$ cat config.mk
export PLATFORM = sky130hd
export DESIGN_NAME = seek_ctrl
export DESIGN_NICKNAME = d
export VERILOG_FILES = /design/src/rtl/floppy_pkg.sv /design/src/rtl/seek_ctrl_step_timer.sv /design/src/rtl/seek_ctrl.sv
export SDC_FILE = /design/constraint.sdc
export NUM_CORES = 1
export LEC_CHECK = 0
export BUFFER_PORTS_ARGS = -buffer_cell sky130_fd_sc_hd__buf_2
export CAP_MARGIN = 20
export CORE_ASPECT_RATIO = 0.8
export CORE_MARGIN = 2
export CORE_UTILIZATION = 55
export CTS_CLUSTER_SIZE = 8
export DETAILED_ROUTE_END_ITERATION = 10
export PLACE_DENSITY = 0.73
export SLEW_MARGIN = 25
export SYNTH_ARGS = -nofsm -noshare
export SYNTH_HDL_FRONTEND = slang
export SYNTH_SLANG_ARGS = --single-unit
$ cat constraint.sdc
create_clock -name clk -period 3.09 [get_ports clk]
set_input_delay 0.618 -clock clk [delete_from_list [all_inputs] [get_ports clk]]
set_output_delay 0.618 -clock clk [all_outputs]
set_load 0.01 [all_outputs]
$ cat src/rtl/floppy_pkg.sv
// floppy_pkg -- shared definitions for the floppy head positioner.
//   TRK_W         : width of a track number
//   MAX_TRACK_DEF : default highest legal track (80-track drive)
//   ST_*          : seek_ctrl state encoding
//   trk_dist()    : unsigned distance between two track numbers
package floppy_pkg;

    localparam int unsigned TRK_W         = 7;
    localparam int unsigned MAX_TRACK_DEF = 79;

    localparam logic [2:0] ST_IDLE   = 3'd0;
    localparam logic [2:0] ST_SETUP  = 3'd1;
    localparam logic [2:0] ST_STEP   = 3'd2;
    localparam logic [2:0] ST_SETTLE = 3'd3;
    localparam logic [2:0] ST_DONE   = 3'd4;

    function automatic logic [TRK_W-1:0] trk_dist(input logic [TRK_W-1:0] a,
                                                  input logic [TRK_W-1:0] b);
        return (a > b) ? (a - b) : (b - a);
    endfunction

endpackage

$ cat src/rtl/seek_ctrl_step_timer.sv
// step_timer -- timing of one head step period.
//   clk, rst_n     : clock, asynchronous active-low reset
//   start_i        : begin a period (accepted when idle or on the last cycle
//                    of the running period, giving back-to-back periods)
//   step_n_o       : registered active-low step pulse, low for the first
//                    PULSE_CYC cycles of each STEP_CYC-cycle period
//   period_end_o   : high on the last cycle of a period
module step_timer #(
    parameter int unsigned STEP_CYC  = 3000000,
    parameter int unsigned PULSE_CYC = 1000
) (
    input  logic clk,
    input  logic rst_n,
    input  logic start_i,
    output logic step_n_o,
    output logic period_end_o
);

    localparam int unsigned CW = (STEP_CYC > 1) ? $clog2(STEP_CYC) : 1;

    logic [CW-1:0] cnt_q, cnt_d;
    logic          run_q, run_d;
    logic          step_n_q, step_n_d;

    assign period_end_o = run_q && (cnt_q == CW'(STEP_CYC - 1));
    assign step_n_o     = step_n_q;

    always_comb begin
        cnt_d = cnt_q;
        run_d = run_q;
        if (start_i && (!run_q || period_end_o)) begin
            run_d = 1'b1;
            cnt_d = '0;
        end else if (period_end_o) begin
            run_d = 1'b0;
            cnt_d = '0;
        end else if (run_q) begin
            cnt_d = cnt_q + 1'b1;
        end
        // Pulse decoded from next-state so step_n is a clean flop output
        // that falls on the very first cycle of the period.
        step_n_d = !(run_d && (cnt_d < CW'(PULSE_CYC)));
    end

    always_ff @(posedge clk or negedge rst_n) begin
        if (!rst_n) begin
            cnt_q    <= '0;
            run_q    <= 1'b0;
            step_n_q <= 1'b1;
        end else begin
            cnt_q    <= cnt_d;
            run_q    <= run_d;
            step_n_q <= step_n_d;
        end
    end

endmodule

$ cat src/rtl/seek_ctrl.sv
// seek_ctrl -- floppy head seek / recalibrate controller.
//   clk, rst          : clock, asynchronous active-low reset
//   cmd_valid/ready   : command handshake (ready only in IDLE)
//   cmd_recal         : 1 = recalibrate to track 0, 0 = seek to cmd_track
//   cmd_track         : seek target
//   abort             : stop motion after the current step period
//   t00_sens          : raw asynchronous track-0 sensor (high = at track 0)
//   step_o, dir_o     : active-low step pulse, direction (1 = outward)
//   busy              : not idle
//   done, err         : one-cycle completion pulse, error flag with it
//   trk_valid         : head position known
//   cur_track         : current head position
// Build option: define SEEK_TR0_CHECK_EN to require the track-0 sensor to
// confirm any seek that ends at track 0.
module seek_ctrl
    import floppy_pkg::*;
#(
    parameter int unsigned STEP_CYC   = 3000000,
    parameter int unsigned PULSE_CYC  = 1000,
    parameter int unsigned SETTLE_CYC = 15000000,
    parameter int unsigned MAX_TRACK  = MAX_TRACK_DEF
) (
    input  logic             clk,
    input  logic             rst,
    input  logic             cmd_valid,
    output logic             cmd_ready,
    input  logic             cmd_recal,
    input  logic [TRK_W-1:0] cmd_track,
    input  logic             abort,
    input  logic             t00_sens,
    output logic             step_o,
    output logic             dir_o,
    output logic             busy,
    output logic             done,
    output logic             err,
    output logic             trk_valid,
    output logic [TRK_W-1:0] cur_track
);

    localparam int unsigned      SW          = (SETTLE_CYC > 1) ? $clog2(SETTLE_CYC) : 1;
    localparam int unsigned      RC_W        = TRK_W + 1;
    localparam logic [RC_W-1:0]  RECAL_LIMIT = RC_W'(MAX_TRACK + 4);

    logic [1:0]       t00_sync_q;
    logic             sens;
    logic [2:0]       state_q, state_d;
    logic             rdy_q;
    logic             dir_q, dir_d;
    logic             recal_q, recal_d;
    logic             abort_q, abort_d;
    logic             err_q, err_d;
    logic             trk_valid_q, trk_valid_d;
    logic [TRK_W-1:0] cur_q, cur_d;
    logic [TRK_W-1:0] remain_q, remain_d;
    logic [RC_W-1:0]  rcnt_q, rcnt_d;
    logic [SW-1:0]    settle_q, settle_d;
    logic             start;
    logic             decide;
    logic             tr0_fail;
    logic             period_end;
    logic             step_n;

    assign sens = t00_sync_q[1];

    step_timer #(
        .STEP_CYC  (STEP_CYC),
        .PULSE_CYC (PULSE_CYC)
    ) u_timer (
        .clk          (clk),
        .rst_n        (rst),
        .start_i      (start),
        .step_n_o     (step_n),
        .period_end_o (period_end)
    );

    always_comb begin
        state_d     = state_q;
        dir_d       = dir_q;
        recal_d     = recal_q;
        abort_d     = abort_q;
        err_d       = err_q;
        trk_valid_d = trk_valid_q;
        cur_d       = cur_q;
        remain_d    = remain_q;
        rcnt_d      = rcnt_q;
        settle_d    = settle_q;
        start       = 1'b0;
        decide      = 1'b0;

`ifdef SEEK_TR0_CHECK_EN
        tr0_fail = !recal_q && (cur_q == '0) && !sens;
`else
        tr0_fail = 1'b0;
`endif

        case (state_q)
            ST_IDLE: begin
                if (cmd_valid && rdy_q) begin
                    err_d   = 1'b0;
                    abort_d = 1'b0;
                    recal_d = cmd_recal;
                    if (cmd_recal) begin
                        dir_d   = 1'b1;
                        rcnt_d  = '0;
                        state_d = ST_SETUP;
                    end else if (!trk_valid_q || (32'(cmd_track) > MAX_TRACK)) begin
                        err_d   = 1'b1;
                        state_d = ST_DONE;
                    end else if (cmd_track == cur_q) begin
                        state_d = ST_DONE;
                    end else begin
                        dir_d    = (cmd_track < cur_q);
                        remain_d = trk_dist(cmd_track, cur_q);
                        state_d  = ST_SETUP;
                    end
                end
            end
            ST_SETUP: decide = 1'b1;
            ST_STEP: begin
                abort_d = abort_q | abort;
                decide  = period_end;
            end
            ST_SETTLE: begin
                settle_d = settle_q + 1'b1;
                if (settle_q == SW'(SETTLE_CYC - 1)) begin
                    settle_d = '0;
                    state_d  = ST_DONE;
                    if (tr0_fail) begin
                        err_d       = 1'b1;
                        trk_valid_d = 1'b0;
                    end
                end
            end
            ST_DONE: state_d = ST_IDLE;
            default: state_d = ST_IDLE;
        endcase

        // Launch-or-finish decision, taken once in SETUP and then at the end
        // of every step period, so a new period starts back-to-back with the
        // previous one and the sensor is tested before each period.
        if (decide) begin
            if (abort_d) begin
                err_d   = 1'b1;
                state_d = ST_DONE;
                // an interrupted recal leaves the position unknown
                if (recal_q) begin
                    trk_valid_d = 1'b0;
                end
            end else if (recal_q) begin
                if (sens) begin
                    cur_d       = '0;
                    trk_valid_d = 1'b1;
                    state_d     = ST_SETTLE;
                end else if (rcnt_q == RECAL_LIMIT) begin
                    trk_valid_d = 1'b0;
                    err_d       = 1'b1;
                    state_d     = ST_DONE;
                end else begin
                    start   = 1'b1;
                    rcnt_d  = rcnt_q + 1'b1;
                    if (cur_q != '0) begin
                        cur_d = cur_q - 1'b1;
                    end
                    state_d = ST_STEP;
                end
            end else begin
                if (remain_q == '0) begin
                    state_d = ST_SETTLE;
                end else begin
                    start    = 1'b1;
                    remain_d = remain_q - 1'b1;
                    cur_d    = dir_q ? (cur_q - 1'b1) : (cur_q + 1'b1);
                    state_d  = ST_STEP;
                end
            end
        end
    end

    always_ff @(posedge clk or negedge rst) begin
        if (!rst) begin
            t00_sync_q  <= '0;
            state_q     <= ST_IDLE;
            rdy_q       <= 1'b0;
            dir_q       <= 1'b0;
            recal_q     <= 1'b0;
            abort_q     <= 1'b0;
            err_q       <= 1'b0;
            trk_valid_q <= 1'b0;
            cur_q       <= '0;
            remain_q    <= '0;
            rcnt_q      <= '0;
            settle_q    <= '0;
        end else begin
            t00_sync_q  <= {t00_sync_q[0], t00_sens};
            state_q     <= state_d;
            rdy_q       <= (state_d == ST_IDLE);
            dir_q       <= dir_d;
            recal_q     <= recal_d;
            abort_q     <= abort_d;
            err_q       <= err_d;
            trk_valid_q <= trk_valid_d;
            cur_q       <= cur_d;
            remain_q    <= remain_d;
            rcnt_q      <= rcnt_d;
            settle_q    <= settle_d;
        end
    end

    assign cmd_ready = rdy_q;
    assign step_o    = step_n;
    assign dir_o     = dir_q;
    assign busy      = (state_q != ST_IDLE);
    assign done      = (state_q == ST_DONE);
    assign err       = (state_q == ST_DONE) && err_q;
    assign trk_valid = trk_valid_q;
    assign cur_track = cur_q;

endmodule

# ---- Yosys cells after proc, flatten, opt, wreduce, memory -nomap -nowiden
# Index checks and enable logic that the tools add are counted.
dict set report word_totals {
  wordCells 131
  input_bits 13
  reg_bits 81
}
dict set report classes {
  n_bitwise 2
  n_mux 68
  eq_ne 13
  n_lt_le_gt_ge 4
  addsub 8
  n_reduce_logical 21
}
# op count
set ops {}
lappend ops {{$mux W7} 16}
lappend ops {{$mux W22} 3}
lappend ops {{$mux W8} 8}
lappend ops {{$mux W3} 10}
lappend ops {{$mux W1} 27}
lappend ops {{$add A24 B1 Y24 const B} 1}
lappend ops {{$eq A24 B24 Y1 const B} 1}
lappend ops {{$mux W24} 1}
lappend ops {{$add A22 B1 Y22 const B} 1}
lappend ops {{$eq A22 B22 Y1 const B} 1}
lappend ops {{$lt A22 B10 Y1 const B} 1}
lappend ops {{$sub A7 B1 Y7 const B} 2}
lappend ops {{$sub A7 B7 Y7} 2}
lappend ops {{$pmux W3 S3} 1}
lappend ops {{$add A8 B1 Y8 const B} 1}
lappend ops {{$eq A8 B7 Y1 const B} 1}
lappend ops {{$add A7 B1 Y7 const B} 1}
lappend ops {{$eq A7 B7 Y1} 1}
lappend ops {{$gt A7 B7 Y1} 1}
lappend ops {{$gt A7 B7 Y1 const B} 1}
lappend ops {{$logic_not A7 Y1} 1}
lappend ops {{$lt A7 B7 Y1} 1}
lappend ops {{$reduce_bool A7 Y1} 1}
lappend ops {{$eq A3 B2 Y1 const B} 2}
lappend ops {{other kinds (18)} 30}

# ---- Longest topological paths before layout
# Gate-level depths: netlist (run 1).
dict set report logic_depth {
  depth_word 11
  depth_mapped 11
  ltp_nobuf 10
}

# ---- By module
# Synthesis (run 1) repeated with hierarchy kept, for this count alone.
dict set report hier_totals {
  cells_unflattened 584
  hier_area_um2 5143.7
}
# module area_each_um2 cells_per_inst seq_area_each_um2 instances
set by_module_without_submodules {}
lappend by_module_without_submodules {seek_ctrl 3707.3 424 1426.4 1}
lappend by_module_without_submodules {step_timer 1436.4 160 601.8 1}

# ---- Worst setup path before layout (run 1)
# Ideal clock, no wire load.
dict set report synth_path {
  path_type {input to register}
  from {input cmd_track[3]}
  to {register remain_q[4]}
  required_time_ns 2.986
  slack_ns 0.538
  setup_ns 0.104
  path_buffers 1
  arrival_ns 2.448
  cell_stages 10
  path_cell_list {inv_1 > ha_1 > nand3_1 > o21bai_1 > a41oi_2 > and2_1 > buf_2 > mux2i_1 > xnor2_1 > a221oi_1}
}
dict set report synth_via {
  elab_chain_len 11
}
# item line
set synth_rtl {}
lappend synth_rtl {{start, declared} seek_ctrl.sv:28} ;# input logic [TRK_W-1:0] cmd_track,
lappend synth_rtl {{$sub A7 B7 Y7 or $gt A7 B7 Y1 (tied branches)} floppy_pkg.sv:19} ;# return (a > b) ? (a - b) : (b - a);
lappend synth_rtl {{$mux W7} floppy_pkg.sv:19}
lappend synth_rtl {{$mux W7} seek_ctrl.sv:109} ;# end else if (cmd_track == cur_q) begin
lappend synth_rtl {{$mux W7 *} seek_ctrl.sv:106} ;# end else if (!trk_valid_q || (32'(cmd_track) > MAX_TRACK)) begin
lappend synth_rtl {{$mux W7 *} seek_ctrl.sv:102} ;# if (cmd_recal) begin
lappend synth_rtl {{$mux W7 *} seek_ctrl.sv:98} ;# if (cmd_valid && rdy_q) begin
lappend synth_rtl {{$mux W7 *} seek_ctrl.sv:96} ;# case (state_q)
lappend synth_rtl {{$mux W7} seek_ctrl.sv:167} ;# if (remain_q == '0) begin
lappend synth_rtl {{$mux W7} seek_ctrl.sv:149} ;# end else if (recal_q) begin
lappend synth_rtl {{$mux W7} seek_ctrl.sv:142} ;# if (abort_d) begin
lappend synth_rtl {{$mux W7 *} seek_ctrl.sv:141} ;# if (decide) begin
lappend synth_rtl {{via remain_d[4]} seek_ctrl.sv:54} ;# logic [TRK_W-1:0] remain_q, remain_d;
lappend synth_rtl {{end signal, assigned} seek_ctrl.sv:203} ;# remain_q <= remain_d;
lappend synth_rtl {{end, declared} seek_ctrl.sv:54}
# The timed path passes the listed nets; every way through them passes the cells marked *.
# A chain may end at the register's enable or synchronous reset.

# ---- Final worst setup path (run 1)
dict set report layout_path {
  from {register cur_q[2] (netlist: cur_track[2])}
  to {register remain_q[4]}
}
dict set report layout_via {
  elab_chain_len 11
}
# item line
set layout_rtl {}
lappend layout_rtl {{start, declared} seek_ctrl.sv:53} ;# logic [TRK_W-1:0] cur_q, cur_d;
lappend layout_rtl {{start signal, assigned} seek_ctrl.sv:202} ;# cur_q <= cur_d;
lappend layout_rtl {{$sub A7 B7 Y7 or $gt A7 B7 Y1 (tied branches)} floppy_pkg.sv:19}
lappend layout_rtl {{$mux W7} floppy_pkg.sv:19}
lappend layout_rtl {{$mux W7 *} seek_ctrl.sv:109}
lappend layout_rtl {{$mux W7 *} seek_ctrl.sv:106}
lappend layout_rtl {{$mux W7 *} seek_ctrl.sv:102}
lappend layout_rtl {{$mux W7 *} seek_ctrl.sv:98}
lappend layout_rtl {{$mux W7 *} seek_ctrl.sv:96}
lappend layout_rtl {{$mux W7} seek_ctrl.sv:167}
lappend layout_rtl {{$mux W7} seek_ctrl.sv:149}
lappend layout_rtl {{$mux W7} seek_ctrl.sv:142}
lappend layout_rtl {{$mux W7 *} seek_ctrl.sv:141}
lappend layout_rtl {{via remain_d[4]} seek_ctrl.sv:54}
# Marked as above.

==> results of run 1 <==
==> cell usage after synthesis, types with 3 or more instances <==
cell type	count	share of area (%)
and2_1	9	1.1
buf_4	3	0.43
o21a_1	4	0.58
o211ai_1	4	0.58
nor2_1	62	4.5
nand4_1	17	2.0
o22ai_1	6	0.72
buf_2	6	0.58
and4_1	6	1.0
o31ai_1	5	0.72
clkbuf_1	10	0.72
nor2b_1	6	0.72
o32ai_1	3	0.50
dfrtp_1	80	38
nor4_1	7	0.84
a21oi_1	27	2.6
xnor2_1	23	3.9
xor2_1	24	4.0
ha_1	20	4.8
nand3_1	35	3.4
and3_1	23	2.8
inv_1	27	1.9
nand2b_1	4	0.48
a31oi_1	8	0.96
nor3_1	17	1.6
or3_1	6	0.72
a21o_1	7	1.0
nand2_1	55	4.0
o21ai_0	24	2.3
mux2i_1	9	1.7
==> sequential cells by signal, indices dropped and copies added, names as in the netlist <==
| signal | cells |
|---|---|
| trk_valid | 1 |
| abort_q | 1 |
| u_timer.cnt_q | 22 |
| remain_q | 7 |
| recal_q | 1 |
| err_q | 1 |
| t00_sync_q | 2 |
| u_timer.run_q | 1 |
| state_q | 3 |
| cur_track | 7 |
| rcnt_q | 8 |
| cmd_ready | 1 |
| dir_o | 1 |
| settle_q | 24 |
| u_timer.step_n_o | 1 |
==> area by class of cell <==
type / instances / area, um2
multi-input cells: 459 / 2990
fillers: 795 / 3410
well taps: 115 / 144
repair buffers: 35 / 204
inverters: 27 / 101
flip-flops and latches: 81 / 2030
clock buffers: 11 / 243
clock inverters: 5 / 37.5
==> kinds of logic (layout without fill, tap and decap cells) <==
| family | after synthesis | in the layout |
|---|---|---|
| compound gates | 115 | 115 |
| xor+xnor | 47 | 47 |
| fa+ha+maj | 22 | 22 |
| buf+inv | 48 | 78 |
| flops | 81 | 81 |
| mux | 12 | 12 |
| simple gates | 263 | 263 |
==> metrics by stage <==
stage / hold slack [ps] / setup WS (ps)
CTS: 350 / 468
global placement: 332 / 376
detailed placement: 336 / 278
floorplan: 322 / 538
global route: 365 / 254
finish: 280 / 443
==> metal layers <==
layer	GRT usage (%)	part of all wire, %	vias to the layer above
met2	36.3	41	140
met3	7.68	7.4	8
li1	-	-	2165
met4	5.49	0.81	0
met5	0	0	-
met1	40.7	50	2164
==> critical path, cell delays in order (launching register included) <==
cell	delay, ps
dfrtp_1	490
ha_1	490
nand3_1	150
o21bai_1	220
a41oi_2	210
and2_1	330
mux2i_1	250
xnor2_1	100
a221oi_1	300
==> where the power goes <==
group	leakage (nW)	internal (mW)	switching [mW]
Clock	0.133	0.571	0.445
Combinational	1.46	0.485	0.759
Sequential	1.06	1.20	0.190
==> worst min path at each step <==
stage	from	to	slack, ps	cells after the start
2_1_floorplan	rst	abort_q$_DFF_PN0_	320	0
3_3_place_gp	t00_sync_q[0]$_DFF_PN0_	t00_sync_q[1]$_DFF_PN0_	330	0
3_5_place_dp	t00_sync_q[0]$_DFF_PN0_	t00_sync_q[1]$_DFF_PN0_	340	0
4_1_cts	t00_sync_q[0]$_DFF_PN0_	t00_sync_q[1]$_DFF_PN0_	350	0
5_1_grt	t00_sync_q[0]$_DFF_PN0_	t00_sync_q[1]$_DFF_PN0_	360	0
6_report	rst	remain_q[0]$_DFF_PN0_	280	1
==> out/results.tsv, run 1 <==
metric	value	unit
slew_headroom	51.8	%
drt_iter0_markers	273	
root_buffer	clkbuf_16	
wl_per_cell	17.1	um
fmax	378	MHz
worstSetupEndpoint	remain_q[4]$_DFF_PN0_	
vias	4477	
fin_area	5750	um2
critPathArrivalTime	2890	ps
synth_compound_area_share	14.9	%
async_reset_ff_share	100	%
post-route-period-util	85.7	%
synth.lib_cells_used.distinct	69	
violations	design-rule violations	
clock_sinks	81	
ctsHoldBuffers	0	
grt_overflow	0	
synth-adder-area-share	5.56	%
dieArea	10300	um2
htreeDepth	3	
initial_utilization	57.1	%
slew_viol_final	0	
finalHoldViolations	0	
cts_setup_buffers	0	
rr_startpoint	cur_track[2]$_DFFE_PN0P_	
gp_congestion	0.931	
final_cell_mix	80 x dfrtp_1, 62 x nor2_1, 55 x nand2_1	
critPathKind	reg2reg	
synth_nets	623	
drc	1	
clk_path_buf_depth	2	
ys_warn_count	0	
tightestPinTransition	723	ps
tns	0	ps
firstDrtPassIters	7	
setup_viol	0	
synth_xor_xnor_area_share	7.88	%
synth_area	5220	um2
reg2reg_to	remain_q[4]$_DFF_PN0_	
p_leak	2.65	nW
clock-skew-final	12.2	ps
clk_latency	350	ps
vdd_drop_max	537	uV
nets	648	
dp_hpwl	9250	um
diodes	0	
fin_util	62.8	%
track_usage	26.3	%
grt_max_degree	82	
antenna_found_initial	0	
ys_ff_latch	81	
grt_pass1_wl	21500	um
dp_cells	717	
required	3330	ps
fin_cells	733	
drive_above_1_share	10.7	%
synth_ff_type	dfrtp_1	
startpoint_type	flip-flop	
r2r_cells	8	
rows	31	
numCtsBuffers	9	
synth_edf_count	0	
io_pins	27	
min_path_type	in2async	
fp.dieH	91.2	um
syn_to_final_growth	10.0	%
synthSimpleGateAreaFrac	26.3	%
dpl_cell_area	5460	um2
die_x	113	um
grt_pass1_vias	4224	
muxShareOfSynthArea	2.59	%
cp-end-kind	flip-flop	
cts_tree	built	
cap_violations	0	
cts_resized	0	
ys_seq_area_share	38.8	%
syn-instance-count	588	
avgViaCountPerCell	6.11	
crit_start	cur_track[2]$_DFFE_PN0P_	
synth_top_family_by_area	simple AND/OR/NAND/NOR gates	
cts.clk_slew.worst_paths	60	ps
path_max_fanout	9	
final_common_cell	dfrtp_1	
syn_avg_cell_area	8.88	um2
portBuffers	26	
rrSetupSlack	440	ps
total_power	3.65	mW
grt_setup_unrepaired	false	
period_minus_slack	2650	ps
status	complete, but fails checks	
routed_wirelength	12500	um
coreArea	9150	um2
p_per_area	635	nW/um2
ant_nets	0	
Note: power is estimated with default switching activity, not from simulation.
==> run 2: changes to the inputs <==
--- a/config.mk
+++ b/config.mk
@@ -9,10 +9,9 @@
 export CAP_MARGIN = 20
 export CORE_ASPECT_RATIO = 0.8
 export CORE_MARGIN = 2
-export CORE_UTILIZATION = 55
+export CORE_UTILIZATION = 48
 export CTS_CLUSTER_SIZE = 8
 export DETAILED_ROUTE_END_ITERATION = 10
-export PLACE_DENSITY = 0.73
 export SLEW_MARGIN = 25
 export SYNTH_ARGS = -nofsm -noshare
 export SYNTH_HDL_FRONTEND = slang
==> out/results.tsv, run 2 (synthesis gave the netlist of run 1 again) <==
metric	value	unit
p_per_area	642	nW/um2
avgViaCountPerCell	5.79	
preCtsSetupSlack	304	ps
cts_setup_buffers	0	
drc	0	
critPathArrivalTime	2930	ps
period_minus_slack	2700	ps
drive_above_1_share	11.0	%
reg_top3	settle_q x24, u_timer.cnt_q x22, rcnt_q x8	
dr_wl_met2	5320	um
cpMostUsedCell	and3_1	
slew_headroom	47.9	%
clk_path_buf_depth	2	
nets	651	
timing.hold.ws	291	ps
wl_met1	6210	um
track_usage	22.5	%
cts_resized	0	
vdd_drop_max	383	uV
dp_cells	749	
fp.dieH	97.3	um
r2r_cells	7	
cp-end-kind	flip-flop	
path_cells	ha_1, and4_1, and3_1, and3_1, a31oi_1, a2111oi_0, a2bb2oi_1	
critPathKind	reg2reg	
die_x	121	um
vias	4416	
rrSetupSlack	390	ps
startpoint_type	flip-flop	
slew_viol_final	0	
min_path_type	in2async	
crit_family	simple AND/OR/NAND/NOR gates	
clk_latency	340	ps
required	3320	ps
worst_slack	395	ps
grt_max_degree	82	
tns	0	ps
cp_num_buf_inv	0	
fin_cells	763	
dieArea	11700	um2
coreArea	10700	um2
diodes	0	
clock_sinks	81	
ctsHoldBuffers	0	
dr_wl_met3	671	um
clock-skew-final	6.47	ps
dp_hpwl	9100	um
largest_reg_flops	24	
ant_nets	0	
portBuffers	26	
dpl_cell_area	5530	um2
total_power	3.76	mW
fin_util	54.6	%
finalHoldViolations	0	
drt_iter0_markers	387	
crit_path_top_delay_cell	a2111oi_0	
grt_pass1_wl	21200	um
io_pins	27	
path_max_fanout	8	
grt_setup_unrepaired	false	
p_leak	2.69	nW
htreeDepth	3	
grt_overflow	0	
gp_congestion	0.920	
wl_per_cell	16.2	um
fin_area	5850	um2
slowest_delay	680	ps
rows	34	
syn_to_final_growth	12.0	%
grt_pass1_vias	4131	
post-route-period-util	87.2	%
cts.clk_slew.worst_paths	60	ps
firstDrtPassIters	5	
top_layer	met4	
fmax	371	MHz
initial_utilization	48.7	%
cap_violations	0	
final_common_cell	dfrtp_1	
reg2reg_to	u_timer.step_n_o$_DFF_PN1_	
regMostFlops	settle_q	
rr_startpoint	u_timer.cnt_q[0]$_DFFE_PN0P_	
numCtsBuffers	9	
status	finished clean	
tightestPinTransition	761	ps
root_buffer	clkbuf_16	
setup_viol	0	
final_cell_mix	80 x dfrtp_1, 62 x nor2_1, 55 x nand2_1	
antenna_found_initial	0	
cts_tree	built	
routed_wirelength	12400	um
==> run 2: cell types whose count changed in the layout (fill, tap and decap cells not counted) <==
cell,delta
buf_12,+1
buf_4,+3
buf_6,-1
bufinv_16,+2
clkbuf_1,-1
clkinv_2,-1
clkinv_4,+1
clkinvlp_4,-2
inv_6,-1
==> run 2: how the worst max path moves through the flow <==
stage | startpoint | end | slack, ps | cells past startpoint
after floorplan | cmd_track[3] | remain_q[4]$_DFF_PN0_ | 540 | 10
after global placement | cmd_track[2] | remain_q[4]$_DFF_PN0_ | 350 | 10
after detailed placement | cmd_track[2] | remain_q[4]$_DFF_PN0_ | 300 | 10
after CTS | u_timer.cnt_q[0]$_DFFE_PN0P_ | u_timer.step_n_o$_DFF_PN1_ | 420 | 7
after global routing | u_timer.cnt_q[0]$_DFFE_PN0P_ | remain_q[2]$_DFF_PN0_ | 260 | 8
final | u_timer.cnt_q[0]$_DFFE_PN0P_ | u_timer.step_n_o$_DFF_PN1_ | 390 | 7
==> run 2: metal layers <==
layer / vias to the layer above / global-route usage [%]
li1: 2157 / -
met1: 2129 / 34.8
met2: 117 / 31.7
met3: 13 / 4.87
met4: 0 / 5.99
met5: - / 0
==> run 2: layout make-up <==
class / instances / area (um2)
Tap cell: 144 / 180
Timing Repair Buffer: 38 / 235
Sequential cell: 81 / 2030
Inverter: 27 / 101
Clock buffer: 10 / 239
Fill cell: 1014 / 4870
Multi-Input combinational cell: 459 / 2990
Clock inverter: 4 / 77.6
==> run 2: worst register-to-register path: cells and delay by family, from the launching register on <==
kind / cells / cell delay, ps
AO/OA/AOI/OAI: 3 / 940
adder cells (fa/ha/maj): 1 / 290
flip-flops: 1 / 400
AND/OR/NAND/NOR: 3 / 970
==> run 2: where the power goes <==
| part | total [mW] | internal (mW) | leakage, nW | switching [mW] |
|---|---|---|---|---|
| Clock | 1.15 | 0.725 | 0.155 | 0.428 |
| Sequential | 1.37 | 1.20 | 1.06 | 0.173 |
| Combinational | 1.23 | 0.491 | 1.47 | 0.742 |
| Total | 3.76 | 2.41 | 2.69 | 1.34 |
==> run 3: changes to the inputs <==
--- a/config.mk
+++ b/config.mk
@@ -5,7 +5,7 @@
 export SDC_FILE = /design/constraint.sdc
 export NUM_CORES = 1
 export LEC_CHECK = 0
-export BUFFER_PORTS_ARGS = -buffer_cell sky130_fd_sc_hd__buf_2
+export BUFFER_PORTS_ARGS = -buffer_cell sky130_fd_sc_hd__buf_4
 export CAP_MARGIN = 20
 export CORE_ASPECT_RATIO = 0.8
 export CORE_MARGIN = 2
==> out/results.tsv, run 3 (synthesis gave the netlist of run 1 again) <==
metric	value	unit
status	finished clean	
p_per_area	634	nW/um2
diodes	0	
r2r_cells	7	
grt_pass1_vias	4282	
dp_hpwl	9360	um
dpl_cell_area	5600	um2
slowest_delay	740	ps
fin_util	55.1	%
root_buffer	clkbuf_16	
fmax	366	MHz
grt_overflow	0	
drt_iter0_markers	334	
dieArea	11700	um2
largest_reg_flops	24	
reg_top3	settle_q x24, u_timer.cnt_q x22, rcnt_q x8	
die_x	121	um
drc	0	
ant_nets	0	
wl_per_cell	16.4	um
avgViaCountPerCell	5.85	
clk_path_buf_depth	2	
tns	0	ps
cts_setup_buffers	0	
top_layer	met4	
slew_viol_final	0	
cpMostUsedCell	and3_1	
portBuffers	26	
syn_to_final_growth	13.1	%
path_max_fanout	8	
setup_viol	0	
startpoint_type	flip-flop	
rr_startpoint	u_timer.cnt_q[0]$_DFFE_PN0P_	
cts_resized	0	
crit_family	compound AO/OA/AOI/OAI gates	
rrSetupSlack	360	ps
cap_violations	0	
firstDrtPassIters	7	
initial_utilization	48.7	%
cts_tree	built	
clock_sinks	81	
finalHoldViolations	0	
cp_num_buf_inv	0	
drive_above_1_share	11.3	%
dr_wl_met2	5340	um
antenna_found_initial	0	
fin_area	5910	um2
grt_pass1_wl	21300	um
cts.clk_slew.worst_paths	70	ps
grt_max_degree	58	
p_leak	2.70	nW
reg2reg_to	u_timer.step_n_o$_DFF_PN1_	
dr_wl_met3	748	um
track_usage	22.7	%
clk_latency	340	ps
period_minus_slack	2730	ps
critPathKind	reg2reg	
io_pins	27	
total_power	3.75	mW
coreArea	10700	um2
grt_setup_unrepaired	false	
min_path_type	in2async	
crit_path_top_delay_cell	a2111oi_0	
tightestPinTransition	840	ps
path_cells	ha_1, and4_1, and3_1, and3_1, a31oi_1, a2111oi_0, a2bb2oi_1	
wl_met1	6310	um
routed_wirelength	12600	um
fp.dieH	97.3	um
critPathArrivalTime	2970	ps
final_common_cell	dfrtp_1	
htreeDepth	3	
rows	34	
final_cell_mix	80 x dfrtp_1, 62 x nor2_1, 55 x nand2_1	
slew_headroom	42.5	%
nets	651	
post-route-period-util	88.5	%
cp-end-kind	flip-flop	
ctsHoldBuffers	0	
numCtsBuffers	9	
required	3320	ps
vdd_drop_max	427	uV
vias	4475	
fill_cells	983	
regMostFlops	settle_q	
clock-skew-final	9.08	ps
cp.depth	7	
gp_congestion	0.981	
-- run 3: worst max-delay path by stage --
stage / from / end / slack, ps
final: u_timer.cnt_q[0]$_DFFE_PN0P_ / u_timer.step_n_o$_DFF_PN1_ / 360
after global routing: u_timer.cnt_q[0]$_DFFE_PN0P_ / u_timer.step_n_o$_DFF_PN1_ / 160
after CTS: u_timer.cnt_q[0]$_DFFE_PN0P_ / u_timer.step_n_o$_DFF_PN1_ / 380
after detailed placement: cmd_track[2] / remain_q[4]$_DFF_PN0_ / 330
after global placement: cmd_track[2] / remain_q[4]$_DFF_PN0_ / 360
after floorplan: cmd_track[3] / remain_q[4]$_DFF_PN0_ / 540
-- run 3: layout make-up --
| class | count | area (um2) | share of cell area (%) |
|---|---|---|---|
| multi-input combinational | 459 | 2990 | 50.6 |
| inverter | 27 | 101 | 1.72 |
| clock inverter | 6 | 72.6 | 1.23 |
| tap | 144 | 180 | 3.05 |
| sequential | 81 | 2030 | 34.3 |
| timing repair buffer | 38 | 298 | 5.04 |
| clock buffer | 10 | 239 | 4.05 |
-- run 3: layer usage --
| metal | global-route usage, % | vias up |
|---|---|---|
| met5 | 0 | - |
| met4 | 5.72 | 0 |
| met3 | 5.75 | 15 |
| met2 | 32.5 | 106 |
| met1 | 34.2 | 2178 |
| li1 | - | 2176 |
-- run 3: report_power, final --
part | switching, mW | internal (mW)
logic | 0.739 | 0.516
registers | 0.182 | 1.20
clock network | 0.456 | 0.657
-- run 3: worst reg2reg max path, cell delays in order (launching register included) --
cell and delay, ps:
dfrtp_1 400, ha_1 300, and4_1 410, and3_1 280, and3_1 250, a31oi_1 100, a2111oi_0 740, a2bb2oi_1 160
-- run 3: through the flow --
step	std cells	setup slack, ps	hold WS, ps
detailed placement	749	333	338
global route	765	158	360
finish	765	355	332
global placement	749	362	339
CTS	765	383	352
floorplan	588	538	322
